$ cat src/rtl/pixel_pkg.sv
// Shared definitions for the pixel readout sequencer.
//   pixel_state_e : sequencer phase encoding
//   DEF_*         : default parameter values for pixel_seq_ctrl
//   max_int       : elaboration-time helper for sizing counters
package pixel_pkg;

  typedef enum logic [2:0] {
    S_IDLE    = 3'd0,
    S_ERASE   = 3'd1,
    S_EXPOSE  = 3'd2,
    S_CONVERT = 3'd3,
    S_READ    = 3'd4
  } pixel_state_e;

  localparam int DEF_ROWS         = 2;
  localparam int DEF_ADC_BITS     = 8;
  localparam int DEF_ERASE_CYCLES = 5;
  localparam int DEF_EXP_W        = 16;

  function automatic int max_int(input int a, input int b);
    return (a > b) ? a : b;
  endfunction

endpackage

$ cat src/rtl/pixel_cycle_counter.sv
// Loadable down-counter used to time every fixed-length phase.
//   clk, reset : clock, async active-high reset
//   load       : load load_val this clock (takes priority over counting)
//   load_val   : phase length in clocks (>= 1)
//   done       : high during the last clock of the loaded duration
// After loading N, done is high on the N-th clock; the count then parks at 0.
module pixel_cycle_counter #(
  parameter int W = 16
) (
  input  logic         clk,
  input  logic         reset,
  input  logic         load,
  input  logic [W-1:0] load_val,
  output logic         done
);

  logic [W-1:0] count;

  always_ff @(posedge clk or posedge reset) begin
    if (reset) begin
      count <= '0;
    end else if (load) begin
      count <= load_val;
    end else if (count != '0) begin
      count <= count - 1'b1;
    end
  end

  assign done = (count == W'(1));

endmodule

$ cat src/rtl/pixel_seq_ctrl.sv
// Pixel array frame sequencer: erase -> expose -> ADC ramp -> row readout.
//   clk, reset     : clock, async active-high reset
//   start          : request one frame (accepted in IDLE only)
//   continuous     : restart a new frame directly at frame end
//   abort          : synchronous return to IDLE, all outputs cleared
//   expose_cycles  : exposure length, latched when a frame starts (0 -> 1)
//   erase/expose/convert/read : phase strobes to the array
//   adc_count      : ramp count, 0..2^ADC_BITS-1 during CONVERT, else 0
//   row_sel        : one-hot row enable during READ
//   row_valid      : row data settled; held until row_ready
//   row_ready      : downstream accepts the current row
//   busy           : not in IDLE
//   frame_done     : one-clock pulse after the last row is accepted
//
// state     | meaning
// ----------+-----------------------------------------------
// S_IDLE    | waiting for start
// S_ERASE   | erase strobe, ERASE_CYCLES clocks
// S_EXPOSE  | expose strobe, latched exposure clocks
// S_CONVERT | ramp adc_count over 2^ADC_BITS clocks
// S_READ    | per row: one settle clock, then valid until ready
module pixel_seq_ctrl
  import pixel_pkg::*;
#(
  parameter int ROWS         = DEF_ROWS,
  parameter int ADC_BITS     = DEF_ADC_BITS,
  parameter int ERASE_CYCLES = DEF_ERASE_CYCLES,
  parameter int EXP_W        = DEF_EXP_W
) (
  input  logic                clk,
  input  logic                reset,
  input  logic                start,
  input  logic                continuous,
  input  logic                abort,
  input  logic [EXP_W-1:0]    expose_cycles,
  output logic                erase,
  output logic                expose,
  output logic                convert,
  output logic                read,
  output logic [ADC_BITS-1:0] adc_count,
  output logic [ROWS-1:0]     row_sel,
  output logic                row_valid,
  input  logic                row_ready,
  output logic                busy,
  output logic                frame_done
);

  localparam int RW = (ROWS > 1) ? $clog2(ROWS) : 1;
  // Wide enough for the exposure latch, the full ramp length and the erase time.
  localparam int CW = max_int(max_int(EXP_W, ADC_BITS + 1), $clog2(ERASE_CYCLES + 1));

  pixel_state_e   state;
  logic [EXP_W-1:0] exp_lat;
  logic [EXP_W-1:0] exp_fix;
  logic [RW-1:0]  row_idx;
  logic           last_row;
  logic           cnt_load;
  logic [CW-1:0]  cnt_val;
  logic           cnt_done;

  assign exp_fix  = (expose_cycles == '0) ? EXP_W'(1) : expose_cycles;
  assign last_row = (row_idx == RW'(ROWS - 1));

  // The counter is loaded on entry to each timed phase with that phase's length.
  always_comb begin
    cnt_load = 1'b0;
    cnt_val  = '0;
    if (!abort) begin
      case (state)
        S_IDLE: begin
          if (start) begin
            cnt_load = 1'b1;
            cnt_val  = CW'(ERASE_CYCLES);
          end
        end
        S_ERASE: begin
          if (cnt_done) begin
            cnt_load = 1'b1;
            cnt_val  = CW'(exp_lat);
          end
        end
        S_EXPOSE: begin
          if (cnt_done) begin
            cnt_load = 1'b1;
            cnt_val  = CW'(1) << ADC_BITS;
          end
        end
        S_READ: begin
          if (row_valid && row_ready && last_row && continuous) begin
            cnt_load = 1'b1;
            cnt_val  = CW'(ERASE_CYCLES);
          end
        end
        default: ;
      endcase
    end
  end

  pixel_cycle_counter #(.W(CW)) u_cnt (
    .clk      (clk),
    .reset    (reset),
    .load     (cnt_load),
    .load_val (cnt_val),
    .done     (cnt_done)
  );

  always_ff @(posedge clk or posedge reset) begin
    if (reset) begin
      state      <= S_IDLE;
      exp_lat    <= '0;
      row_idx    <= '0;
      erase      <= 1'b0;
      expose     <= 1'b0;
      convert    <= 1'b0;
      read       <= 1'b0;
      adc_count  <= '0;
      row_sel    <= '0;
      row_valid  <= 1'b0;
      busy       <= 1'b0;
      frame_done <= 1'b0;
    end else begin
      frame_done <= 1'b0;
      if (abort) begin
        state     <= S_IDLE;
        row_idx   <= '0;
        erase     <= 1'b0;
        expose    <= 1'b0;
        convert   <= 1'b0;
        read      <= 1'b0;
        adc_count <= '0;
        row_sel   <= '0;
        row_valid <= 1'b0;
        busy      <= 1'b0;
      end else begin
        case (state)
          S_IDLE: begin
            if (start) begin
              state   <= S_ERASE;
              exp_lat <= exp_fix;
              erase   <= 1'b1;
              busy    <= 1'b1;
            end
          end
          S_ERASE: begin
            if (cnt_done) begin
              state  <= S_EXPOSE;
              erase  <= 1'b0;
              expose <= 1'b1;
            end
          end
          S_EXPOSE: begin
            if (cnt_done) begin
              state     <= S_CONVERT;
              expose    <= 1'b0;
              convert   <= 1'b1;
              adc_count <= '0;
            end
          end
          S_CONVERT: begin
            if (cnt_done) begin
              state     <= S_READ;
              convert   <= 1'b0;
              read      <= 1'b1;
              adc_count <= '0;
              row_idx   <= '0;
              row_sel   <= ROWS'(1);
              row_valid <= 1'b0;
            end else begin
              adc_count <= adc_count + 1'b1;
            end
          end
          S_READ: begin
            if (!row_valid) begin
              // settle clock is over for the selected row
              row_valid <= 1'b1;
            end else if (row_ready) begin
              row_valid <= 1'b0;
              if (last_row) begin
                read       <= 1'b0;
                row_sel    <= '0;
                row_idx    <= '0;
                frame_done <= 1'b1;
                if (continuous) begin
                  state   <= S_ERASE;
                  exp_lat <= exp_fix;
                  erase   <= 1'b1;
                end else begin
                  state <= S_IDLE;
                  busy  <= 1'b0;
                end
              end else begin
                row_idx <= row_idx + 1'b1;
                row_sel <= row_sel << 1;
              end
            end
          end
          default: begin
            state <= S_IDLE;
          end
        endcase
      end
    end
  end

endmodule

$ cat config.mk
export PLATFORM = sky130hd
export DESIGN_NAME = pixel_seq_ctrl
export DESIGN_NICKNAME = d
export VERILOG_FILES = /design/src/rtl/pixel_pkg.sv /design/src/rtl/pixel_cycle_counter.sv /design/src/rtl/pixel_seq_ctrl.sv
export SDC_FILE = /design/constraint.sdc
export NUM_CORES = 1
export LEC_CHECK = 0
export ABC_AREA = 0
export BUFFER_PORTS_ARGS = -buffer_cell sky130_fd_sc_hd__buf_2
export CAP_MARGIN = 30
export CORE_MARGIN = 10
export CORE_UTILIZATION = 50
export DETAILED_ROUTE_END_ITERATION = 16
export PLACE_DENSITY_LB_ADDON = 0.05
export SLEW_MARGIN = 20
export SYNTH_ARGS = -nofsm -noshare
export SYNTH_HDL_FRONTEND = slang
export SYNTH_HIERARCHICAL = 1
export SYNTH_SLANG_ARGS = --single-unit
export TNS_END_PERCENT = 10
$ cat constraint.sdc
create_clock -name clk -period 3.2 [get_ports clk]
set_clock_uncertainty 0.2 [all_clocks]
set_input_delay 0.48 -clock clk [delete_from_list [all_inputs] [get_ports clk]]
set_output_delay 0.48 -clock clk [all_outputs]
set_load 0.02 [all_outputs]
==> key figures <==
Worst setup path
  – Buf+Inv Stages, Crit Path: 2
  – Startpoint Class: flip-flop
  – WS Path Type: reg2reg
  – Reg-to-Reg End: adc_count[6]
  – Max stage delay on crit path: 500 ps
  – Crit-path cells: nor4_4 -> nand4_1 -> nor4b_2 -> buf_4 -> or2_0 -> a31oi_1 -> buf_2 -> or4_1 -> a21oi_1
  – Critical Path Sink: adc_count[6]
  – Crit-path slowest cell: or4_1
  – CP arrival: 2920 ps
  – Worst path top cell family by delay: simple AND/OR/NAND/NOR gates
  – R2R Setup Slk: approximately 320 ps
  – Crit path required time: 3230 ps
  – CP Depth: 9
  – Worst Setup SP: u_cnt/count[11]
  – R2R Path Start: u_cnt/count[11]
  – Cells on worst reg2reg path: 9
  – Crit. End Element: flip-flop
  – Critical Path Fanout Max: 10

Clock tree
  – Clk slew on worst S/H paths: 100 ps
  – CTS root buf: clkbuf_8
  – Post-CTS Setup Bufs: 0
  – CTS hold repair buffers: 0
  – Clock Tree Buf Depth: 2
  – Total CTS buffers: 5
  – CTS tree: built
  – Worst skew pair latency: 300 ps
  – Clock sink total: 53
  – CTS H-tree lvls: 2
  – CTS resizes: 0

Power and ir drop
  – Logic pwr share: 29.9%
  – Switching share of power: approximately 36%
  – P_sw: approximately 0.00070 W
  – P_int: 0.00126 W
  – Power Dens Cells: 599 nW/um^2
  – Clock power share: 19.3%
  – Reg power frac: between 50% and 60%
  – Lkg Pwr: 1.44 nW
  – Max VDD drop: between 300 and 400 uV

Timing
  – Crit path time final: between 2000 and 3000 ps
  – Setup repair after global routing missed its margin: no
  – FMAX: 347 MHz
  – Final Hold Viols: 0
  – Relative slew slack: about half
  – Fin crit share: 90.1%
  – Worst slew pin tran: 763 ps
  – Slew Limit Fails: 0
  – Setup TNS: 0 ps
  – Final setup violation count: 0
  – Hold WS: 50.9 ps

Route
  – Met2 wire length: 2720 um
  – WL met1: 3240 um
  – DR vias: 2338
  – Post-route ant nets: 0
  – WL/cell: 15.5 um
  – Routed wl met3: around 330 um
  – DRC: 0
  – Top Metal Used: met4
  – Starting DRT DRC Count: 146
  – Drt via density: 5.69
  – Total Wirelength: 6360 um
  – 1st-pass router iterations: 4

Floorplan
  – Total I/O pin count: 39
  – Die Footprint: 9250 sq um
  – Die width: 96.2 um
  – # rows: 27
  – Die Ht: 96.2 um
  – Starting Density: 52.1%
  – Core area: around 5600 sq um

Placement
  – Final HPWL DP: 4690 um
  – Routability cong.: 0.823
  – # port buffers: 38

Synth
  – Async SR Flop Fraction: 100%
  – Cell Area, Synth: 2900 sq um
  – Synth unique cells: 52
  – Syn nets: 321
  – Post-synth EDFFs: 0
  – Average size of a mapped cell: 9.80 sq um
  – Seq cells post-synth: 53
  – Syn. warnings: 6
  – Sequential area share after synthesis: 45.7%
  – Cells after Synth: slightly below 300
  – Primary FF master, synth: dfrtp_1

GRT
  – Grt ovf: 0
  – First-pass GRT wire length: 10900 um
  – Gr usage total: 14.7%
  – Largest net degree at the start of global routing: 38
  – Antenna violations before repair: 0
  – Vias in the first global route: ~2200

Cells and area
  – # nets final: 363
  – Most frequent cells in the layout: 53 x dfrtp_1, 39 x buf_2, 28 x nand2_1, 18 x mux2_2
  – Layout cells sized above 1: about 24%
  – ANT cells: 0
  – Commonest non-fill, non-tap cell in the layout: dfrtp_1
  – Area growth, synth to finish: 13.0%

Run
  – Max cap viols: 0

Status
  – Status: finished clean

Min path
  – Hold/Removal Path Class: in2async
==> flip-flops by register name, summed over array words and instances (netlist names) <==
name         count
frame_done       1
row_valid        1
last_row         1
busy             1
row_sel          2
convert          1
exp_lat         16
read             1
adc_count        8
erase            1
expose           1
u_cnt/count     16
state            3
==> cell families (layout without fill, tap and decap cells) <==
family                   count (synthesis)  count (layout)  share of synthesized area (%)
AND/OR/NAND/NOR                        116             116                           23.0
buffers and inverters                   25              68                           3.92
multiplexers                            20              20                           7.68
adder cells (fa/ha/maj)                  3               3                           1.29
XOR/XNOR                                 8               8                           2.41
flip-flops                              53              53                           45.7
AO/OA/AOI/OAI                           71              71                           16.0
==> Yosys cell counts, types with 2 or more instances <==
| master | number | area (sq um) |
|---|---|---|
| xnor2_1 | 4 | 35.0 |
| a21oi_1 | 17 | 85.1 |
| nor3_1 | 7 | 35.0 |
| or4_1 | 4 | 30.0 |
| nand3b_1 | 2 | 15.0 |
| buf_6 | 2 | 22.5 |
| o21ai_0 | 15 | 75.1 |
| a21o_1 | 2 | 15.0 |
| o31ai_1 | 11 | 82.6 |
| o41ai_1 | 2 | 17.5 |
| inv_1 | 13 | 48.8 |
| and2_1 | 14 | 87.6 |
| a2bb2oi_1 | 2 | 17.5 |
| nand4_1 | 6 | 37.5 |
| ha_1 | 3 | 37.5 |
| nand2b_1 | 5 | 31.3 |
| nor4_1 | 5 | 31.3 |
| o21a_1 | 2 | 15.0 |
| a31oi_1 | 4 | 25.0 |
| dfrtp_1 | 53 | 1330 |
| nor4_4 | 2 | 42.5 |
| clkbuf_1 | 7 | 26.3 |
| or3_1 | 4 | 25.0 |
| nand2_1 | 28 | 105 |
| mux2i_1 | 2 | 20.0 |
| xor2_1 | 4 | 35.0 |
| mux2_2 | 18 | 203 |
| nor4_2 | 2 | 25.0 |
| nand3_1 | 11 | 55.1 |
| nor2_1 | 17 | 63.8 |
| a211o_1 | 4 | 35.0 |
| a211oi_1 | 4 | 30.0 |
==> layer usage <==
| layer | up-vias | GRT usage [%] |
|---|---|---|
| met5 | - | 0 |
| met4 | 0 | 3.69 |
| met3 | 5 | 3.58 |
| met2 | 52 | 21.0 |
| met1 | 1111 | 21.6 |
| li1 | 1170 | - |
==> stage by stage <==
stage | setup slack (ps) | utilization (%) | std cells | total power (W) | instance area [sq um]
global placement | 378 | 57.1 | 402 | 0.00158 | 3180
finish | 316 | 58.8 | 411 | 0.00196 | 3280
detailed placement | 269 | 57.1 | 402 | 0.00160 | 3180
global route | 58.2 | 58.8 | 411 | 0.00211 | 3280
CTS | 247 | 58.7 | 410 | 0.00198 | 3270
floorplan | 55.2 | - | 296 | 0.00140 | 2910
==> final cells by class <==
cell class                 instances  area, sq um
fill                             521         2300
multi-input combinational        218         1470
sequential                        53         1330
timing repair buffer              47          255
tap                               72         90.1
clock buffer                       5         68.8
inverter                          13         48.8
clock inverter                     3         21.3
==> how the worst min path moves through the flow <==
stage	from	end	slack [ps]	cells after the start
2_1_floorplan	reset	u_cnt/count[0]	190	1
3_3_place_gp	exp_lat[10]	exp_lat[10]	280	1
3_5_place_dp	exp_lat[1]	exp_lat[1]	290	1
4_1_cts	reset	u_cnt/count[2]	70	2
5_1_grt	reset	adc_count[7]	110	3
6_report	reset	u_cnt/count[3]	50	2
==> power by group through the flow <==
stage | sequential (W) | combinational [W] | clock, W
floorplan | 0.000971 | 0.000431 | 0
global placement | 0.000996 | 0.000581 | 0
detailed placement | 0.00101 | 0.000588 | 0
CTS | 0.000993 | 0.000591 | 0.000397
global route | 0.00103 | 0.000658 | 0.000424
finish | 0.000996 | 0.000588 | 0.000380
(Power assumes the default switching activity.)
